$ cat src/rtl/instr_fetch_unit.sv
// Instruction fetch stage: owns the PC, issues one word request at a time to
// instruction memory and queues returned words with their PCs for execute.
module instr_fetch_unit #(
    parameter int              XLEN      = 32,
    parameter logic [XLEN-1:0] RESET_PC  = '0,
    parameter int              BUF_DEPTH = 2
) (
    input  logic            clk,
    input  logic            rst_n,
    output logic            imem_req,
    output logic [XLEN-1:0] imem_addr,
    input  logic            imem_gnt,
    input  logic            imem_rvalid,
    input  logic [XLEN-1:0] imem_rdata,
    input  logic            redirect_valid,
    input  logic [XLEN-1:0] redirect_pc,
    output logic            instr_valid,
    input  logic            instr_ready,
    output logic [XLEN-1:0] instr,
    output logic [XLEN-1:0] instr_pc
);

    localparam int PW = (BUF_DEPTH > 1) ? $clog2(BUF_DEPTH) : 1;
    localparam int CW = $clog2(BUF_DEPTH + 1);
    localparam logic [CW-1:0]   DEPTH_C    = CW'(BUF_DEPTH);
    localparam logic [XLEN-1:0] ALIGN_MASK = ~XLEN'(3);
    localparam logic [XLEN-1:0] PC_STEP    = XLEN'(4);

    typedef enum logic [1:0] {
        FETCH,
        WAIT,
        DROP
    } state_e;

    state_e          state_q, state_d;
    logic [XLEN-1:0] fetchPc_q, fetchPc_d;
    logic [XLEN-1:0] reqPc_q, reqPc_d;
    logic [PW-1:0]   rdPtr_q, rdPtr_d;
    logic [PW-1:0]   wrPtr_q, wrPtr_d;
    logic [CW-1:0]   count_q, count_d;
    logic [XLEN-1:0] dataMem_q [BUF_DEPTH];
    logic [XLEN-1:0] pcMem_q   [BUF_DEPTH];

    logic pop;
    logic push;
    logic gntFire;
    logic rspDone;

    assign pop         = (count_q != '0) && instr_ready;
    assign instr_valid = (count_q != '0);
    assign instr       = dataMem_q[rdPtr_q];
    assign instr_pc    = pcMem_q[rdPtr_q];
    assign imem_addr   = fetchPc_q;

    // A pop in the same cycle frees a slot, so a full buffer may still request;
    // gating with rst_n keeps the request low for the whole reset interval.
    assign imem_req = rst_n && (state_q == FETCH) && ((count_q < DEPTH_C) || pop);
    assign gntFire  = imem_req && imem_gnt;
    assign rspDone  = (state_q != FETCH) && imem_rvalid;
    assign push     = (state_q == WAIT) && imem_rvalid && !redirect_valid;

    always_comb begin
        state_d   = state_q;
        fetchPc_d = fetchPc_q;
        reqPc_d   = reqPc_q;
        rdPtr_d   = rdPtr_q;
        wrPtr_d   = wrPtr_q;
        count_d   = count_q;

        if (redirect_valid) begin
            fetchPc_d = redirect_pc & ALIGN_MASK;
            rdPtr_d   = '0;
            wrPtr_d   = '0;
            count_d   = '0;
            // Any request still owed a response must have that response swallowed.
            if (state_q == FETCH) begin
                state_d = gntFire ? DROP : FETCH;
            end else begin
                state_d = rspDone ? FETCH : DROP;
            end
        end else begin
            case (state_q)
                FETCH: begin
                    if (gntFire) begin
                        reqPc_d   = fetchPc_q;
                        fetchPc_d = fetchPc_q + PC_STEP;
                        state_d   = WAIT;
                    end
                end
                WAIT: begin
                    if (imem_rvalid) begin
                        state_d = FETCH;
                    end
                end
                DROP: begin
                    if (imem_rvalid) begin
                        state_d = FETCH;
                    end
                end
                default: state_d = FETCH;
            endcase

            if (push) begin
                wrPtr_d = wrPtr_q + PW'(1);
            end
            if (pop) begin
                rdPtr_d = rdPtr_q + PW'(1);
            end
            case ({push, pop})
                2'b10:   count_d = count_q + CW'(1);
                2'b01:   count_d = count_q - CW'(1);
                default: count_d = count_q;
            endcase
        end
    end

    always_ff @(posedge clk or negedge rst_n) begin
        if (!rst_n) begin
            state_q   <= FETCH;
            fetchPc_q <= RESET_PC & ALIGN_MASK;
            reqPc_q   <= '0;
            rdPtr_q   <= '0;
            wrPtr_q   <= '0;
            count_q   <= '0;
            for (int i = 0; i < BUF_DEPTH; i++) begin
                dataMem_q[i] <= '0;
                pcMem_q[i]   <= '0;
            end
        end else begin
            state_q   <= state_d;
            fetchPc_q <= fetchPc_d;
            reqPc_q   <= reqPc_d;
            rdPtr_q   <= rdPtr_d;
            wrPtr_q   <= wrPtr_d;
            count_q   <= count_d;
            if (push) begin
                dataMem_q[wrPtr_q] <= imem_rdata;
                pcMem_q[wrPtr_q]   <= reqPc_q;
            end
        end
    end

    always_ff @(posedge clk) begin
        if (rst_n) begin
            assert (count_q <= DEPTH_C);
            assert (imem_addr[1:0] == 2'b00);
        end
    end

endmodule

$ cat config.mk
export PLATFORM = sky130hd
export DESIGN_NAME = instr_fetch_unit
export DESIGN_NICKNAME = d
export VERILOG_FILES = /design/src/rtl/instr_fetch_unit.sv
export SDC_FILE = /design/constraint.sdc
export NUM_CORES = 1
export LEC_CHECK = 0
export ABC_CLOCK_PERIOD_IN_PS = 2900
export CAP_MARGIN = 15
export CORE_UTILIZATION = 52
export CTS_BUF_LIST = sky130_fd_sc_hd__clkbuf_8 sky130_fd_sc_hd__clkbuf_16
export CTS_CLUSTER_SIZE = 8
export DETAILED_ROUTE_END_ITERATION = 10
export GPL_ROUTABILITY_DRIVEN = 0
export GPL_TIMING_DRIVEN = 0
export PLACE_DENSITY = 0.8
export RECOVER_POWER = 100
export SYNTH_ARGS = -nofsm -noshare
export SYNTH_HDL_FRONTEND = slang
export SYNTH_SLANG_ARGS = --single-unit
$ cat constraint.sdc
create_clock -name clk -period 2.9 [get_ports clk]
set_clock_uncertainty 0.05 [all_clocks]
set_input_delay 0.58 -clock clk [delete_from_list [all_inputs] [get_ports clk]]
set_output_delay 0.58 -clock clk [all_outputs]
set_load 0.02 [all_outputs]
---- Word level (Yosys, flattened, before mapping) ----
Index checks and enable logic that the tools add are counted.
word-level totals
  output and inout port bits .............. 98
  bits in registers ....................... 198
  bits of input ports ..................... 70
  word-level logic and storage cells ...... 76
operators by class
  add/subtract/negate cells ............... 5
  magnitude comparators ................... 4
  reductions and logical operators ........ 22
  eq/ne operators ......................... 6
  bitwise logic cells ..................... 3
  multiplexer cells ....................... 26
operators by type and width
  operator                                               number
  two-way mux 32 bit                                     10
  bitwise mux 64 bit                                     2
  adder 32 x 3 -> 32 bit, second input constant          1
  demux 32 bit (select 1 bit)                            1
  two-way mux 2 bit                                      7
  nonzero test 2 bit                                     6
  logical AND 1 bit                                      8
  case mux 2 bit (2 select lines)                        2
  equality test 2 x 1 -> 1 bit, second input constant    2
  equality test 2 bit, second input constant             2
  >= comparator 2 bit, second input constant             2
  two-way mux 1 bit                                      4
  inverter 1 -> 2 bit                                    2
  AND reduction 2 bit                                    2
  inequality test 3 x 1 -> 1 bit, second input constant  1
  inequality test 3 bit, second input constant           1
  AND reduction 3 bit                                    1
  nonzero test 3 bit                                     1
  adder 1 bit, second input constant                     2
  adder 2 x 1 -> 2 bit, second input constant            1
  logical NOT 2 bit                                      1
  < comparator 2 x 1 -> 1 bit, second input constant     1
  < comparator 2 bit, second input constant              1
  OR reduction 2 bit                                     1
  other kinds (4)                                        4

---- Depth between registers and ports, before layout ----
Gate-level depths: netlist (run 1).
  depth in word-level cells ............... 8
  mapped depth ............................ 8
  mapped depth without buffers ............ 7

---- Least setup slack after synthesis (run 1) ----
OpenSTA, ideal clock, no wires.
  kind .................................... reg2reg
  from .................................... register fetchPc_q[7] (netlist: imem_addr[7])
  to ...................................... register fetchPc_q[31] (netlist: imem_addr[31])
  required time ........................... 2774 ps
  library setup time ...................... 76 ps
  cell stages (with the launch flop) ...... 7
  buffers on the path ..................... 1
  clock period less this slack ............ 2193 ps
  setup slack ............................. 707 ps
  data arrival time ....................... 2067 ps
  cell sequence ........................... dfrtp_1 > nand3_1 > or4_1 > buf_2 > or4_4 > xor2_1 > o21ai_1
between the ends
  longest elaborated chain between the ends .. 4
RTL lines
  element                 line  RTL
  from (decl)             36    logic [XLEN-1:0] fetchPc_q, fetchPc_d;
  from (signal assigned)  120   fetchPc_q <= RESET_PC & ALIGN_MASK;
  from (signal assigned)  131   fetchPc_q <= fetchPc_d;
  adder 32 x 3 -> 32 bit  86    fetchPc_d = fetchPc_q + PC_STEP;
  two-way mux 32 bit      84    if (gntFire) begin
  two-way mux 32 bit      82    case (state_q)
  two-way mux 32 bit      70    if (redirect_valid) begin
Every way passes these cells. The select of a mux whose other input is x is not followed.
A chain may end at the register's enable or synchronous reset.

---- Worst setup path in the final report (run 1) ----
  from .................................... register rdPtr_q
  to ...................................... output instr_pc[11]
between the ends
  longest elaborated chain between the ends .. 4
RTL lines
  element                                                 line  RTL
  from (decl)                                             38    logic [PW-1:0] rdPtr_q, rdPtr_d;
  from (signal assigned)                                  133   rdPtr_q <= rdPtr_d;
  inverter 1 -> 2 bit (implied by the code)               52    assign instr_pc = pcMem_q[rdPtr_q];
  two-way mux 32 bit (implied by the code) (3 in series)  52
  to (decl)                                               20    output logic [XLEN-1:0] instr_pc
Every way passes these cells. The select of a mux whose other input is x is not followed.

==> summary.md, run 1 <==
| Metric | Value |
|---|---|
| Post-synthesis cell area | `8490 sq um` |
| Critical path's top delay family | `buffers and inverters` |
| Reg clk slew, reported paths | `0.07 ns` |
| Wire length per cell | `18.5 microns` |
| Setup CP Type | `flop to output pin` |
| Max_slew headroom | `-15.4%` |
| GRT overflow | `0` |
| Nets | `904` |
| Failing checks | `capacitance limit, slew limit` |
| CP Data Required Time | `2.27 ns` |
| Core Area | `15900 sq um` |
| Register bit count reported by yosys | `190` |
| Yosys cell types | `34` |
| Yosys warnings | `0` |
| First-pass GRT wire length | `31100 microns` |
| ANT nets after route | `0` |
| Leak | `4.88 nW` |
| Startpoint Class | `flop` |
| Dpl cells | `1025` |
| CP startpoint | `rdPtr_q$_DFFE_PN0P_` |
| Hold Fails Final Rpt | `0` |
| Syn Area/Cell | `13.2 sq um` |
| Sequential share of power | `43.3%` |
| Hold Crit Class | `input pin to async pin` |
| Crit-path cells | `clkbuf_4 -> mux2_1 -> clkdlybuf4s50_1` |
| Reg-to-Reg Start | `state_q[1]$_DFFE_PN0P_` |
| Reg area | `4760 sq um` |
| Sum Neg Setup Slack | `0 ns` |
| Async SR Flop Fraction | `100%` |
| Syn Inst Count | `644` |
| Vias in the first global route | `6022` |
| Filler cells | `1177` |
| Final setup fails | `0` |
| # H-tree levels | `4` |
| Total GRT Usage | `24.5%` |
| Final HPWL DP | `13600 microns` |
| Top achievable clock speed | `357 MHz` |
| CP endpoint kind | `output pin` |
| Max stage delay on crit path | `0.55 ns` |
| Die height | `130 microns` |
| Comb power frac | `31.3%` |
| Sequential element share of the synthesized area | `56.0%` |
| Max_cap viols | `2` |
| DR iter-0 viols | `248` |
| Total Power | `8.44 mW` |
| Peak supply drop | `0.498 mV` |
| Clock Path Buffers | `2` |
| Worst Tran Pin Value | `1.73 ns` |
| Internal power | `5.89 mW` |
| Clk pwr share | `25.4%` |
| Area occupied by multi-input gates | `3550 sq um` |
| Final WL | `19600 microns` |
| TritonRoute pass-1 iters | `4` |
| CTS Buf Count | `17` |
| Final worst-path cycle share | `96.5%` |
| Area delta synth->final | `29.5%` |
| Psw | `2.55 mW` |
| Pwr dens | `768 nW/um^2` |
| Main synth FF type | `dfrtp_1` |
| Max FO, Critical Path | `10` |
| Worst endpoint data arrival time | `2.17 ns` |
| Num ports | `168` |
| Count of flip-flops with a built-in enable after synthesis | `0` |
| Share of post-route cells with drive strength above 1 | `30.9%` |
| Die width | `130 microns` |
| DRC violations left | `0` |
| Worst skew pair latency | `0.43 ns` |
| Unrepaired setup endpoints after global routing | `no` |
| Largest net degree at the start of global routing | `65` |
| Critical path buffers and inverters | `2` |
| CP max stage cell | `clkdlybuf4s50_1` |
| Clock period minus worst slack | `2.80 ns` |
| Via density | `5.44` |
| Fin cells | `1061` |
| Die ar. | `16800 sq um` |
| Vias | `5772` |
| Final core utilization | `69.2%` |
| Net Sw Frac | `30.2%` |
| Antenna violations before repair | `0` |
| Setup bufs post-CTS | `0` |
| CTS tree | `done` |
| Root Buffer | `clkbuf_16` |
| Status | `finished with violations` |
| Slew Viols, Final | `98` |
| Port bufs | `160` |
| Site Rows | `46` |
| Initial core utilization | `53.4%` |
| Clock sink count | `190` |
## area by class of cell
type,instances,share of cell area (%)
well taps,216,2.46
flip-flops and latches,190,43.3
clock inverters,13,0.831
multi-input cells,412,32.3
inverters,8,0.273
repair buffers,166,15.2
diodes,1,0.0228
clock buffers,19,4.12
plain buffers,36,1.49
## cell usage in the layout, fill, tap and decap left out, types with 10 or more instances in the layout
cell type / n
o21ai_0: 32
xnor2_1: 27
nor4_1: 14
nand3_1: 12
nor2_1: 12
clkbuf_1: 27
nand2_1: 45
mux2_2: 211
clkdlybuf4s50_1: 125
inv_1: 10
clkbuf_16: 17
dlygate4sd3_1: 34
dfrtp_1: 189
## kinds of logic after synthesis
logic type	after synthesis	synth area share, %
flops	190	56.0
simple gates	118	6.90
buf+inv	45	2.18
other cells	1	0.0442
xor+xnor	32	3.30
compound gates	38	2.33
mux	217	28.8
fa+ha+maj	3	0.442
## stage by stage
| step | hold WS [ns] | instance area, sq um | setup slack, ns |
|---|---|---|---|
| 2_1_floorplan | 0.234 | 8500 | 0.707 |
| 3_3_place_gp | 0.431 | 10400 | -6.43 |
| 3_5_place_dp | 0.437 | 10400 | -0.800 |
| 4_1_cts | 0.0762 | 11100 | 0.0777 |
| 5_1_grt | 0.0641 | 11000 | 0.00174 |
| 6_report | 0.0728 | 11000 | 0.102 |
## synthesized netlist by cell type, drive strengths merged, types with 2 or more instances
master / instances / area [sq um]
ha: 3 / 37.5
and4: 3 / 26.3
nor2b: 3 / 18.8
dfrtp: 190 / 4750
xor2: 5 / 43.8
nand3: 12 / 60.1
nand4: 6 / 37.5
o21ai: 33 / 165
nor3: 8 / 40.0
a21oi: 2 / 10.0
clkbuf: 28 / 105
nor2: 12 / 45.0
inv: 8 / 30.0
nand2: 45 / 169
or2: 2 / 12.5
and3: 5 / 32.5
mux2: 216 / 2430
or4: 2 / 18.8
nor4: 14 / 87.6
buf: 9 / 50.0
xnor2: 27 / 236
and2: 5 / 31.3
## layer usage
metal	up-vias	share of wire (%)	track usage [%]
met5	-	0	0
met4	0	2.1	8.34
met3	28	6.0	5.95
met2	181	50	41.8
met1	2910	42	30.6
li1	2653	-	-
## repair_timing
item / CTS / global route
hold buffers: 2 / 0
setup endpoints to repair: 90 / 1
endpoints found under the hold margin: 54 / 0
resized for setup: 11 / 1
gates cloned: 2 / 0
## registers in the layout, indices dropped and copies added, names as in the netlist
name and count:
dataMem_q 64, pcMem_q 60, imem_addr 30, reqPc_q 30, count_q 2, state_q 2, rdPtr_q 1, wrPtr_q 1
## power groups by stage
stage | clock network (mW) | registers, mW | logic (mW)
after floorplan | 0 | 3.60 | 1.52
after global placement | 0 | 3.63 | 2.61
after detailed placement | 0 | 3.71 | 2.67
after CTS | 2.19 | 3.66 | 2.72
after global routing | 2.30 | 3.74 | 2.82
final | 2.15 | 3.66 | 2.64
## path summary, 6_finish.rpt
kind | end | slack, ns | cells past startpoint
max in group asynchronous | imem_addr[16]$_DFFE_PN0P_ | 1.11 | 2
worst min-delay path | count_q[0]$_DFFE_PN0P_ | 0.07 | 2
worst max register to register | reqPc_q[21]$_DFFE_PN0P_ | 0.19 | 7
worst max-delay path | instr_pc[11] | 0.10 | 3
min in group clk | dataMem_q[30]$_DFFE_PN0P_ | 0.45 | 1
worst min register to register | dataMem_q[30]$_DFFE_PN0P_ | 0.45 | 1
(Power assumes the default switching activity.)
==> run 2, diff against run 1 <==
CORE_UTILIZATION = 63   (was 52)
DONT_BUFFER_PORTS = 1   (was unset)
MAX_ROUTING_LAYER = met4   (was unset)
PLACE_DENSITY = 0.79   (was 0.8)
==> run 2 against run 1 <==
Net effect: the run ends with hold timing left; setup slack better by 0.086 ns; sequential power barely moved; critical path depth is 4 higher; maximum frequency rose by 3.2%.
==> summary.md, run 2 (synthesized netlist as in run 1, its figures left out) <==
| Metric | Value |
|---|---|
| Total GRT Usage | `27.5% (was 24.5%)` |
| Unrepaired setup endpoints after global routing | `no (unchanged)` |
| Port bufs | `0 (was 160)` |
| Antenna violations before repair | `0 (unchanged)` |
| Final setup fails | `0 (unchanged)` |
| Final worst slack | `0.188 ns (was 0.102 ns)` |
| Startpoint Class | `flop (unchanged)` |
| Max_cap viols | `0 (was 2)` |
| Reg clk slew, reported paths | `0.06 ns (was 0.07 ns)` |
| Commonest cells after routing, fill and taps aside | `190 x dfrtp_1, 154 x mux2_2, 62 x mux2_1, 45 x nand2_1, 32 x o21ai_0 (was 211 x mux2_2, 189 x dfrtp_1, 125 x clkdlybuf4s50_1, 45 x nand2_1, 34 x dlygate4sd3_1)` |
| Die height | `118 microns (was 130 microns)` |
| Share of post-route cells with drive strength above 1 | `28.9% (was 30.9%)` |
| Root Buffer | `clkbuf_16 (unchanged)` |
| First-pass GRT wire length | `28600 microns (was 31100 microns)` |
| Nets | `739 (was 904)` |
| Final worst-path cycle share | `93.5% (was 96.5%)` |
| Filler cells | `933 (was 1177)` |
| CP Data Required Time | `3.15 ns (was 2.27 ns)` |
| Area delta synth->final | `9.49% (was 29.5%)` |
| GRT overflow | `0 (unchanged)` |
| Total Power | `7.52 mW (was 8.44 mW)` |
| Setup CP Type | `flop to flop (was flop to output pin)` |
| Peak supply drop | `0.520 mV (was 0.498 mV)` |
| Failing checks | `hold timing (was capacitance limit, slew limit)` |
| Num ports | `168 (unchanged)` |
| Worst skew pair latency | `0.42 ns (was 0.43 ns)` |
| Wire length per cell | `20.6 microns (was 18.5 microns)` |
| Placement Setup Slack | `-0.146 ns (was -0.800 ns)` |
| DRC violations left | `0 (unchanged)` |
| Post-DP Area | `8720 sq um (was 10400 sq um)` |
| CTS Buf Count | `17 (unchanged)` |
| Max_slew headroom | `50.8% (was -15.4%)` |
| CP endpoint kind | `flop (was output pin)` |
| CTS tree | `done (unchanged)` |
| Clock Path Buffers | `2 (unchanged)` |
| DR iter-0 viols | `329 (was 248)` |
| Commonest non-fill, non-tap cell in the layout | `dfrtp_1 (was mux2_2)` |
| Die ar. | `13900 sq um (was 16800 sq um)` |
| Slew Viols, Final | `0 (was 98)` |
| Largest net degree at the start of global routing | `192 (was 65)` |
| Status | `finished with violations (unchanged)` |
| Hold_ws | `-0.196 ns (was 0.0728 ns)` |
| Final HPWL DP | `12100 microns (was 13600 microns)` |
| Site Rows | `42 (was 46)` |
| ANT nets after route | `0 (unchanged)` |
| Top achievable clock speed | `369 MHz (was 357 MHz)` |
| Most flop-heavy register | `dataMem_q (unchanged)` |
| Clock sink count | `190 (unchanged)` |
| Final core utilization | `70.5% (was 69.2%)` |
| Hold Fails Final Rpt | `190 (was 0)` |
| Via density | `5.98 (was 5.44)` |
| Top flop regs | `dataMem_q: 64 flops, pcMem_q: 60 flops (unchanged)` |
| Clock period minus worst slack | `2.71 ns (was 2.80 ns)` |
| Setup bufs post-CTS | `0 (unchanged)` |
| Worst endpoint data arrival time | `2.97 ns (was 2.17 ns)` |
| Leak | `4.27 nW (was 4.88 nW)` |
| Max FO, Critical Path | `10 (unchanged)` |
| Worst Tran Pin Value | `0.738 ns (was 1.73 ns)` |
| Pwr dens | `809 nW/um^2 (was 768 nW/um^2)` |
| Final WL | `17600 microns (was 19600 microns)` |
| Hold Crit Class | `input pin to async pin (unchanged)` |
| Core Area | `13200 sq um (was 15900 sq um)` |
| Die width | `118 microns (was 130 microns)` |
| Vias | `5107 (was 5772)` |
| Post-Layout Inst Area | `9290 sq um (was 11000 sq um)` |
| Vias in the first global route | `5486 (was 6022)` |
| Initial core utilization | `64.3% (was 53.4%)` |
| # H-tree levels | `4 (unchanged)` |
| TritonRoute pass-1 iters | `5 (was 4)` |
| # diodes | `0 (was 1)` |
| Max FFs per register | `64 (unchanged)` |
-- run 2: changes by cell type in the layout (fill, tap and decap cells not counted), sizes merged --
cell and delta:
clkinvlp +1, clkbuf +2, clkinv -5, buf -5
bufinv +1, inv -1, diode -1, clkdlybuf4s50 -125
dlygate4sd3 -34
-- run 2: area by class of cell --
type | instances | area, sq um | area share, %
clock buffers | 22 | 494 | 5.32
plain buffers | 37 | 164 | 1.76
inverters | 8 | 30.0 | 0.323
clock inverters | 9 | 70.1 | 0.754
flip-flops and latches | 190 | 4750 | 51.2
multi-input cells | 412 | 3560 | 38.3
well taps | 176 | 220 | 2.37
-- run 2: critical path: stages, from the launching register on --
cell and delay [ns]:
dfrtp_1 0.36, inv_1 0.09, ha_1 0.22, and2_0 0.25, nand3_1 0.38, nor2_1 0.30
clkbuf_1 0.53, mux2_2 0.41
-- run 2: metrics by stage --
stage          std cells  TNS [ns]
2_1_floorplan        647         0
3_3_place_gp         823     -1.38
3_5_place_dp         823     -2.78
4_1_cts              854         0
5_1_grt              854         0
6_report             854         0
-- run 2: layer usage --
layer	routed length [microns]	global-route usage, %	vias up
met1	7180	33.0	2612
met2	8950	44.4	162
met5	0	-	-
li1	-	-	2312
met4	301	9.13	0
met3	1130	8.28	21
-- run 2: repair_timing --
item | 4_1_cts | 5_1_grt
resized for setup | 2 | 11
endpoints found under the hold margin | 190 | 190
setup endpoints to repair | 22 | 54
-- run 2: worst paths after layout --
path	startpoint	cells past startpoint	slack, ns	endpoint
min reg2reg	dataMem_q[34]$_DFFE_PN0P_	1	0.45	dataMem_q[34]$_DFFE_PN0P_
min	rst_n	0	-0.20	dataMem_q[6]$_DFFE_PN0P_
min in group clk	redirect_pc[21]	2	0.23	imem_addr[21]$_DFFE_PN0P_
max reg2reg	state_q[1]$_DFFE_PN0P_	7	0.19	reqPc_q[25]$_DFFE_PN0P_
max	state_q[1]$_DFFE_PN0P_	7	0.19	reqPc_q[25]$_DFFE_PN0P_
max in group asynchronous	rst_n	0	2.75	pcMem_q[59]$_DFFE_PN0P_
-- run 2: power breakdown --
part	switching, mW	internal, mW
sequential	0.430	3.26
combinational	0.921	0.698
clock	0.932	1.28
==> run 3, diff against run 2 <==
ABC_CLOCK_PERIOD_IN_PS = unset   (was 2900)
==> results of run 3 <==
Final layout, timing and power as in run 2 (identical DEF).
